<file path="config.mk">
export PLATFORM = sky130hd
export DESIGN_NAME = lfsr_gen
export DESIGN_NICKNAME = d
export VERILOG_FILES = /design/src/rtl/lfsr_gen.sv
export SDC_FILE = /design/constraint.sdc
export NUM_CORES = 1
export LEC_CHECK = 0
export BUFFER_PORTS_ARGS = -buffer_cell sky130_fd_sc_hd__buf_2
export CAP_MARGIN = 20
export CORE_UTILIZATION = 55
export CTS_CLUSTER_SIZE = 40
export DETAILED_ROUTE_END_ITERATION = 16
export PLACE_DENSITY = 0.78
export SLEW_MARGIN = 10
export SYNTH_ARGS = -nofsm -noshare
export SYNTH_HDL_FRONTEND = slang
export SYNTH_SLANG_ARGS = --single-unit
</file>
<file path="constraint.sdc">
create_clock -name clk -period 6 [get_ports clk]
set_clock_uncertainty 0.2 [all_clocks]
set_input_delay 0.6 -clock clk [delete_from_list [all_inputs] [get_ports clk]]
set_output_delay 0.6 -clock clk [all_outputs]
set_load 0.02 [all_outputs]
</file>
<file path="src/rtl/lfsr_gen.sv">
// rtl/lfsr_gen.sv - parametrised Fibonacci/Galois LFSR with seed load, lockup recovery and period measurement
module lfsr_gen #(
   parameter int unsigned      WIDTH = 8,
   parameter logic [WIDTH-1:0] SEED  = 'd1,
   parameter logic [WIDTH-1:0] TAPS  = 'hB8
) (
   input  logic             clk,
   input  logic             rst_n,
   input  logic             ena,
   input  logic             run,
   input  logic             step,
   input  logic             mode,
   input  logic             load,
   input  logic [WIDTH-1:0] seed_in,
   input  logic             taps_we,
   input  logic [WIDTH-1:0] taps_in,
   output logic [WIDTH-1:0] q,
   output logic             wrap,
   output logic [WIDTH-1:0] period,
   output logic             lockup,
   output logic             no_wrap
);
   localparam logic [WIDTH-1:0] CNT_MAX = '1;

   logic [WIDTH-1:0] state_q, state_d;
   logic [WIDTH-1:0] q_q, q_d;
   logic [WIDTH-1:0] taps_q, taps_d;
   logic [WIDTH-1:0] ref_q, ref_d;
   logic [WIDTH-1:0] cnt_q, cnt_d;
   logic [WIDTH-1:0] period_q, period_d;
   logic             wrap_q, wrap_d;
   logic             lockup_q, lockup_d;
   logic             no_wrap_q, no_wrap_d;

   logic             adv;
   logic             fb;
   logic [WIDTH-1:0] fib_next, gal_next, next_state;

   assign adv        = ena & (run | step) & ~load;
   assign fb         = ^(state_q & taps_q);
   assign fib_next   = {state_q[WIDTH-2:0], fb};
   assign gal_next   = {state_q[WIDTH-2:0], 1'b0} ^ (state_q[WIDTH-1] ? taps_q : '0);
   assign next_state = mode ? gal_next : fib_next;

   always_comb begin
      state_d   = state_q;
      q_d       = q_q;
      taps_d    = taps_q;
      ref_d     = ref_q;
      cnt_d     = cnt_q;
      period_d  = period_q;
      wrap_d    = 1'b0;
      lockup_d  = lockup_q;
      no_wrap_d = no_wrap_q;

      if (load) begin
         state_d   = seed_in;
         q_d       = seed_in;
         ref_d     = seed_in;
         cnt_d     = '0;
         lockup_d  = 1'b0;
         no_wrap_d = 1'b0;
      end else if (adv) begin
         if (state_q == '0) begin
            // All-zero state would lock the register forever; restart from SEED.
            state_d  = SEED;
            q_d      = '0;
            ref_d    = SEED;
            cnt_d    = '0;
            lockup_d = 1'b1;
         end else begin
            state_d = next_state;
            q_d     = state_q;
            if (next_state == ref_q) begin
               wrap_d   = 1'b1;
               period_d = cnt_q + 1'b1;
               cnt_d    = '0;
            end else begin
               cnt_d     = (cnt_q == CNT_MAX) ? CNT_MAX : cnt_q + 1'b1;
               no_wrap_d = no_wrap_q | (cnt_d == CNT_MAX);
            end
         end
      end

      // Tap write lands after the advance so a same-cycle advance uses the old taps.
      if (ena && taps_we) begin
         taps_d    = taps_in;
         cnt_d     = '0;
         no_wrap_d = 1'b0;
      end
   end

   always_ff @(posedge clk or negedge rst_n) begin
      if (!rst_n) begin
         state_q   <= SEED;
         q_q       <= SEED;
         taps_q    <= TAPS;
         ref_q     <= SEED;
         cnt_q     <= '0;
         period_q  <= '0;
         wrap_q    <= 1'b0;
         lockup_q  <= 1'b0;
         no_wrap_q <= 1'b0;
      end else begin
         state_q   <= state_d;
         q_q       <= q_d;
         taps_q    <= taps_d;
         ref_q     <= ref_d;
         cnt_q     <= cnt_d;
         period_q  <= period_d;
         wrap_q    <= wrap_d;
         lockup_q  <= lockup_d;
         no_wrap_q <= no_wrap_d;
      end
   end

   assign q       = q_q;
   assign wrap    = wrap_q;
   assign period  = period_q;
   assign lockup  = lockup_q;
   assign no_wrap = no_wrap_q;

endmodule

</file>
==> results of run 1 <==
==> registers in the layout (all words and copies together), names as in the netlist <==
register  count
ref_q         8
no_wrap       1
cnt_q         8
taps_q        8
period        8
wrap          1
q             8
lockup        1
state_q       8
==> layout make-up <==
cell class | instances | area [um2]
clock buffer | 5 | 68.82
clock inverter | 3 | 15.01
fill | 380 | 1515
inverter | 8 | 30.03
multi-input combinational | 184 | 1257
sequential | 51 | 1285
tap | 52 | 65.06
timing repair buffer | 44 | 237.7
==> through the flow <==
| step | std cells | instance area [um2] | power [uW] | util (%) |
|---|---|---|---|---|
| 6_report | 347 | 2959 | 775.0 | 66.14 |
| 5_1_grt | 347 | 2959 | 813.1 | 66.14 |
| 4_1_cts | 347 | 2959 | 777.2 | 66.14 |
| 3_5_place_dp | 339 | 2875 | 587.3 | 64.26 |
| 3_3_place_gp | 338 | 2855 | 579.9 | 63.81 |
| 2_1_floorplan | 252 | 2633 | 535.3 | - |
==> path summary, 6_finish.rpt <==
check                      startpoint          to  slack (ps)  cells past startpoint
hold reg to reg                  q[0]        q[0]         300                      2
setup reg to reg           state_q[7]   period[5]        2920                      7
setup / recovery           state_q[7]   period[5]        2920                      7
hold / removal                  rst_n  state_q[7]          20                      1
min in group clk                 q[0]        q[0]         300                      2
max in group asynchronous       rst_n  state_q[0]        5000                      2
==> layout by cell type (no fill, tap or decap), types with 2 or more instances in the layout <==
cell type,count
or4_1,2
inv_1,8
clkinv_2,3
mux2i_1,9
xor2_2,3
o21ai_1,2
clkbuf_8,5
buf_2,42
nand3_2,3
mux2_4,6
a21oi_1,8
xnor2_1,11
nand2_1,49
xnor2_2,2
o211ai_1,8
o221ai_1,3
dfstp_2,7
nand3_1,10
dfrtp_1,44
or3_1,3
o21ai_0,13
nand4_1,2
nor2_1,15
xor2_1,12
a31oi_1,2
mux2_2,8
==> metal layers <==
metal  share of wire, %  vias up  GRT usage, %
li1                   -      945             -
met1                 47     1025         35.16
met2                 47       69         41.16
met3                4.8        9         3.561
met4                1.7        0         10.00
met5                  0        -             0
==> where the power goes <==
group	internal [uW]	switching (uW)	total, uW
logic	79.1	94.7	174
registers	377	31.6	408
clock network	80.1	113	193
total	536	239	775
==> logic make-up (layout without fill, tap and decap cells) <==
logic type	Yosys count	in the layout	synth area share (%)
AOI/OAI and AO/OA	39	39	8.936
xor gates and xnor gates	29	29	11.60
adders and majority gates	1	1	0.4752
buffers and inverters	17	60	3.422
DFF	51	51	48.81
muxes	24	24	10.79
and+or+nand+nor	91	91	15.97
==> impl_metrics.yaml, run 1 <==
critical_path:
  cpMaxStageDelayCell: "dfrtp_1"
  path_class: "flip-flop to flip-flop"
  end_kind: "flip-flop"
  crit_arrival_ps: 3080
  max_stage_delay_ps: 630
  cp_data_required_time_ps: 6000
  startpoint_type: "flip-flop"
  cp_cell_sequence: "nand2_1 -> xor2_2 -> xnor2_2 -> xnor3_1 -> mux2i_2 -> or3_1 -> mux2_4"
  critical_path_buf_inv_count: 0
  critPathMaxFanout: 13
  critPathTopFamily: "XOR/XNOR gates"
floorplan:
  dieArea_mm2: 0.005067
  start_util_pct: 58.84
  die_x_um: 71.19
  die_height_um: 71.19
  num_io_pins: 43
  coreArea_mm2: 0.004474
  rows: 24
timing:
  finalSetupViolCount: 0
  whs_ps: 21.27
  setup_slack_ps: 2921
  fin_crit_ps: 3079
  final.setup.tns_ps: 0
  fmax_ghz: 0.3248
  relSlewSlack_pct: 35.75
  max_slew.worst_pin.slew_ps: 963.7
  hold_viol_final: 0
  rsz0062_at_grt: "false"
  period_share_pct: 51.31
  slew_viol_final: 0
finish:
  nets: 319
  final_layout_size_suffix_gt1_share_pct: 28.81
  syn2layout_area_growth_pct: 12.41
  n_antenna_cell: 0
route:
  postRouteAntennaNets: 0
  firstDrtPassIters: 10
  vias: 2048
  route.detailed.wl_per_inst_um: 16.72
  drc: 3
  vias_per_cell: 5.902
  routed_wl_um: 5801
  drt_iter0_drc: 128
yosys:
  ys_ff_latch: 51
  async_reset_ff_share_pct: 100.0
  ys_top_cells_by_area: "dfrtp_1, dfstp_2, nand2_1"
  synth_area_per_cell_um2: 10.45
  synth.distinct_cells: 40
  syn-cell-area_mm2: 0.002633
  synthDominantCellAreaShare_pct: 41.83
  yosysMostFrequentCell: "nand2_1"
  synth_nets: 277
  ys_seq_area_share_pct: 48.81
  synth_top_area_cell: "dfrtp_1"
  synth_warnings: 0
  synth-edff-count: 0
  ys_top_cells_by_count: "nand2_1, dfrtp_1, nor2_1"
  ys.flop_type: "dfrtp_1"
  syn_inst: 252
global_route:
  grt_pass1_vias: 1959
  grt_max_degree: 35
  antenna_found_initial: 0
  grt_pass1_wl_um: 9749
  grt_util_all_layers_pct: 25.54
  grt-ovfl-total: 0
cts:
  cts_tree: "done"
  post_cts_buffers: 0
  clkSinkCount: 51
  hold_buffers: 0
  clk_pin_slew_ps: 90
  root_buffer: "clkbuf_8"
  worstSkewPairLatency_ps: 310
  htreeDepth: 2
  cts_inserted_buffers: 5
  cts.path.max_buffers: 2
  cts.repair.resized: 0
power:
  p_leak_uw: 0.001424
  p_per_area_mw_per_mm2: 261.9
  ir_drop_uv: 150.2
status:
  outcome: "finished, violations left"
  violations: "DRC"
placement:
  hpwl_um: 4157
  place_congestion: 0.8893
  portBuffers: 42
  dp_slack_ps: 2895
flow_run:
  max_cap_viol_count: 0
hold_path:
  hold_path_class: "input pin to asynchronous set/reset pin"
No activity file was read; power rests on OpenSTA's default activity.
==> run 2, diff against run 1 <==
--- a/config.mk
+++ b/config.mk
@@ -7,10 +7,10 @@
 export LEC_CHECK = 0
 export BUFFER_PORTS_ARGS = -buffer_cell sky130_fd_sc_hd__buf_2
 export CAP_MARGIN = 20
-export CORE_UTILIZATION = 55
+export CORE_UTILIZATION = 51
 export CTS_CLUSTER_SIZE = 40
 export DETAILED_ROUTE_END_ITERATION = 16
-export PLACE_DENSITY = 0.78
+export PLACE_DENSITY = 0.76
 export SLEW_MARGIN = 10
 export SYNTH_ARGS = -nofsm -noshare
 export SYNTH_HDL_FRONTEND = slang
==> constraint.sdc (replaced) <==
create_clock -name clk -period 2.6 [get_ports clk]
set_clock_uncertainty 0.2 [all_clocks]
set_input_delay 0.26 -clock clk [delete_from_list [all_inputs] [get_ports clk]]
set_output_delay 0.26 -clock clk [all_outputs]
set_load 0.02 [all_outputs]
==> run 2 against run 1 <==
Effect of this change:
- the run now ends clean
- cell count is 13% higher
- register-to-register slack lost 2900 ps
- critical path depth is 1 higher
- sequential power rose by 130%
- critical endpoint is now period[1]
- largest cell class is now multi-input gates
==> impl_metrics.yaml, run 2 (synthesis gave the netlist of run 1 again) <==
status:
  outcome: "finished, final reports clean"
power:
  clock_power_share_pct: 25.1
  p_per_area_mw_per_mm2: 590.1
  power.switching_uw: 589.0
  combPwrFrac_pct: 26.3
  sw_frac_of_total_pct: 30.55
  ir_drop_uv: 358.4
  internal_power_uw: 1339
  pwr-share-seq_pct: 48.6
  p_leak_uw: 0.001566
hold_path:
  min-delay-start: "seed_in[1]"
  hold_depth: 3
  hold_path_class: "input pin to flip-flop"
  holdPathEnd: "ref_q[1]"
timing:
  period_share_pct: 99.00
  fmax_ghz: 0.3885
  hold_viol_final: 0
  finalSetupViolCount: 0
  rsz0062_at_grt: "true"
  fin_crit_ps: 2574
  slew_viol_final: 0
  max_slew.worst_pin.slew_ps: 864.8
  relSlewSlack_pct: 42.34
  setup_slack_ps: 26.09
finish:
  final_layout_size_suffix_gt1_share_pct: 33.33
  syn2layout_area_growth_pct: 24.10
  nets: 348
  layout_commonest_cell: "nand2_1"
  final_util_pct: 67.38
  n_fill_cell: 371
  n_antenna_cell: 0
  layout.cells.most_common_list: "nand2_1, dfrtp_1, buf_2, buf_4, nor2_1"
route:
  drc: 0
  route.detailed.wl_per_inst_um: 15.61
  postRouteAntennaNets: 0
  firstDrtPassIters: 5
  vias: 2124
  routed_wl_um: 6103
  vias_per_cell: 5.432
  drt_iter0_drc: 165
critical_path:
  critPathMaxFanout: 5
  crit_arrival_ps: 2570
  end_kind: "flip-flop"
  r2r_cells: 8
  path_class: "flip-flop to flip-flop"
  cp_data_required_time_ps: 2600
  regToRegSetupSlack_ps: 30
  r2r-start: "state_q[0]"
  startpoint_type: "flip-flop"
  rr_endpoint: "period[1]"
floorplan:
  die_height_um: 73.85
  die_x_um: 73.85
  rows: 25
  start_util_pct: 54.30
  coreArea_mm2: 0.004848
  dieArea_mm2: 0.005453
  num_io_pins: 43
cts:
  htreeDepth: 2
  root_buffer: "clkbuf_8"
  cts_tree: "done"
  cts.path.max_buffers: 2
  worstSkewPairLatency_ps: 310
  cts_inserted_buffers: 5
  clkSinkCount: 51
  clk_pin_slew_ps: 90
global_route:
  grt-ovfl-total: 0
  antenna_found_initial: 0
  grt_pass1_vias: 2074
  grt_max_degree: 41
  grt_util_all_layers_pct: 24.64
  grt_pass1_wl_um: 9922
placement:
  hpwl_um: 4228
  portBuffers: 42
  place_congestion: 0.8490
  dp_slack_ps: -28.19
flow_run:
  max_cap_viol_count: 0
## run 2: cell count changes in the layout (fill, tap and decap cells not counted), moves of 2 or more
cell | before | now
buf_4 | 1 | 18
clkinv_2 | 3 | 0
dlygate4sd3_1 | 0 | 12
xnor2_1 | 11 | 9
xnor2_2 | 2 | 4
xor2_1 | 12 | 10
xor2_2 | 3 | 5
## run 2: repair_timing
item | 4_1_cts | 5_1_grt
cloned | 1 | 0
buffers inserted | 4 | 1
endpoints found under the hold margin | 43 | 0
setup endpoints to repair | 6 | 13
hold buffers | 12 | 0
gates resized for setup | 5 | 4
pin swaps | 2 | 2
## run 2: worst max-delay path, cell delays in order (launching register included)
cell and delay (ps):
dfstp_2 560, nand2_2 70, xor2_2 160, xnor2_2 220, xnor3_1 280, mux2i_2 100, or3_4 420, buf_6 150
mux2_4 290
## run 2: per-stage QoR
stage               instance area (um2)  TNS (ps)  cells  total power [uW]  hold WS (ps)
finish                             3267         0    391              1928         16.76
global route                       3267    -133.7    391              2017         25.63
detailed placement                 2964    -134.9    365              1388         222.3
global placement                   2964         0    365              1371         227.8
floorplan                          2633         0    252              1235        -235.6
CTS                                3241         0    390              1910         8.211
## run 2: worst max-delay path by stage
stage                from   endpoint  depth (start not counted)
4_1_cts        state_q[0]  period[4]                          8
6_report       state_q[0]  period[1]                          8
2_1_floorplan   taps_q[7]  period[1]                          8
3_3_place_gp    taps_q[7]  period[1]                          8
5_1_grt        state_q[1]   cnt_q[1]                          9
3_5_place_dp    taps_q[7]  period[1]                          8
## run 2: layout make-up
type                    instances  area (um2)  area share (%)
multi-input cells             184        1295           39.64
flip-flops and latches         51        1286           39.37
repair buffers                 73       476.7           14.59
clock buffers                   7       86.33           2.643
well taps                      67       83.83           2.566
inverters                       8       30.03          0.9192
clock inverters                 1       8.758          0.2681
## run 2: power by group through the flow
stage	sequential [uW]	clock, uW	combinational, uW
2_1_floorplan	954	0	281
3_3_place_gp	945	0	425
3_5_place_dp	946	0	441
4_1_cts	932	492	486
5_1_grt	944	520	552
6_report	937	483	507
## run 2: routing by layer
layer | track usage (%) | wire length [um] | vias to the layer above
li1 | - | - | 1001
met1 | 35.77 | 2850 | 1039
met2 | 36.90 | 2856 | 75
met3 | 4.664 | 309 | 9
met4 | 8.547 | 88 | 0
met5 | 0 | 0 | -
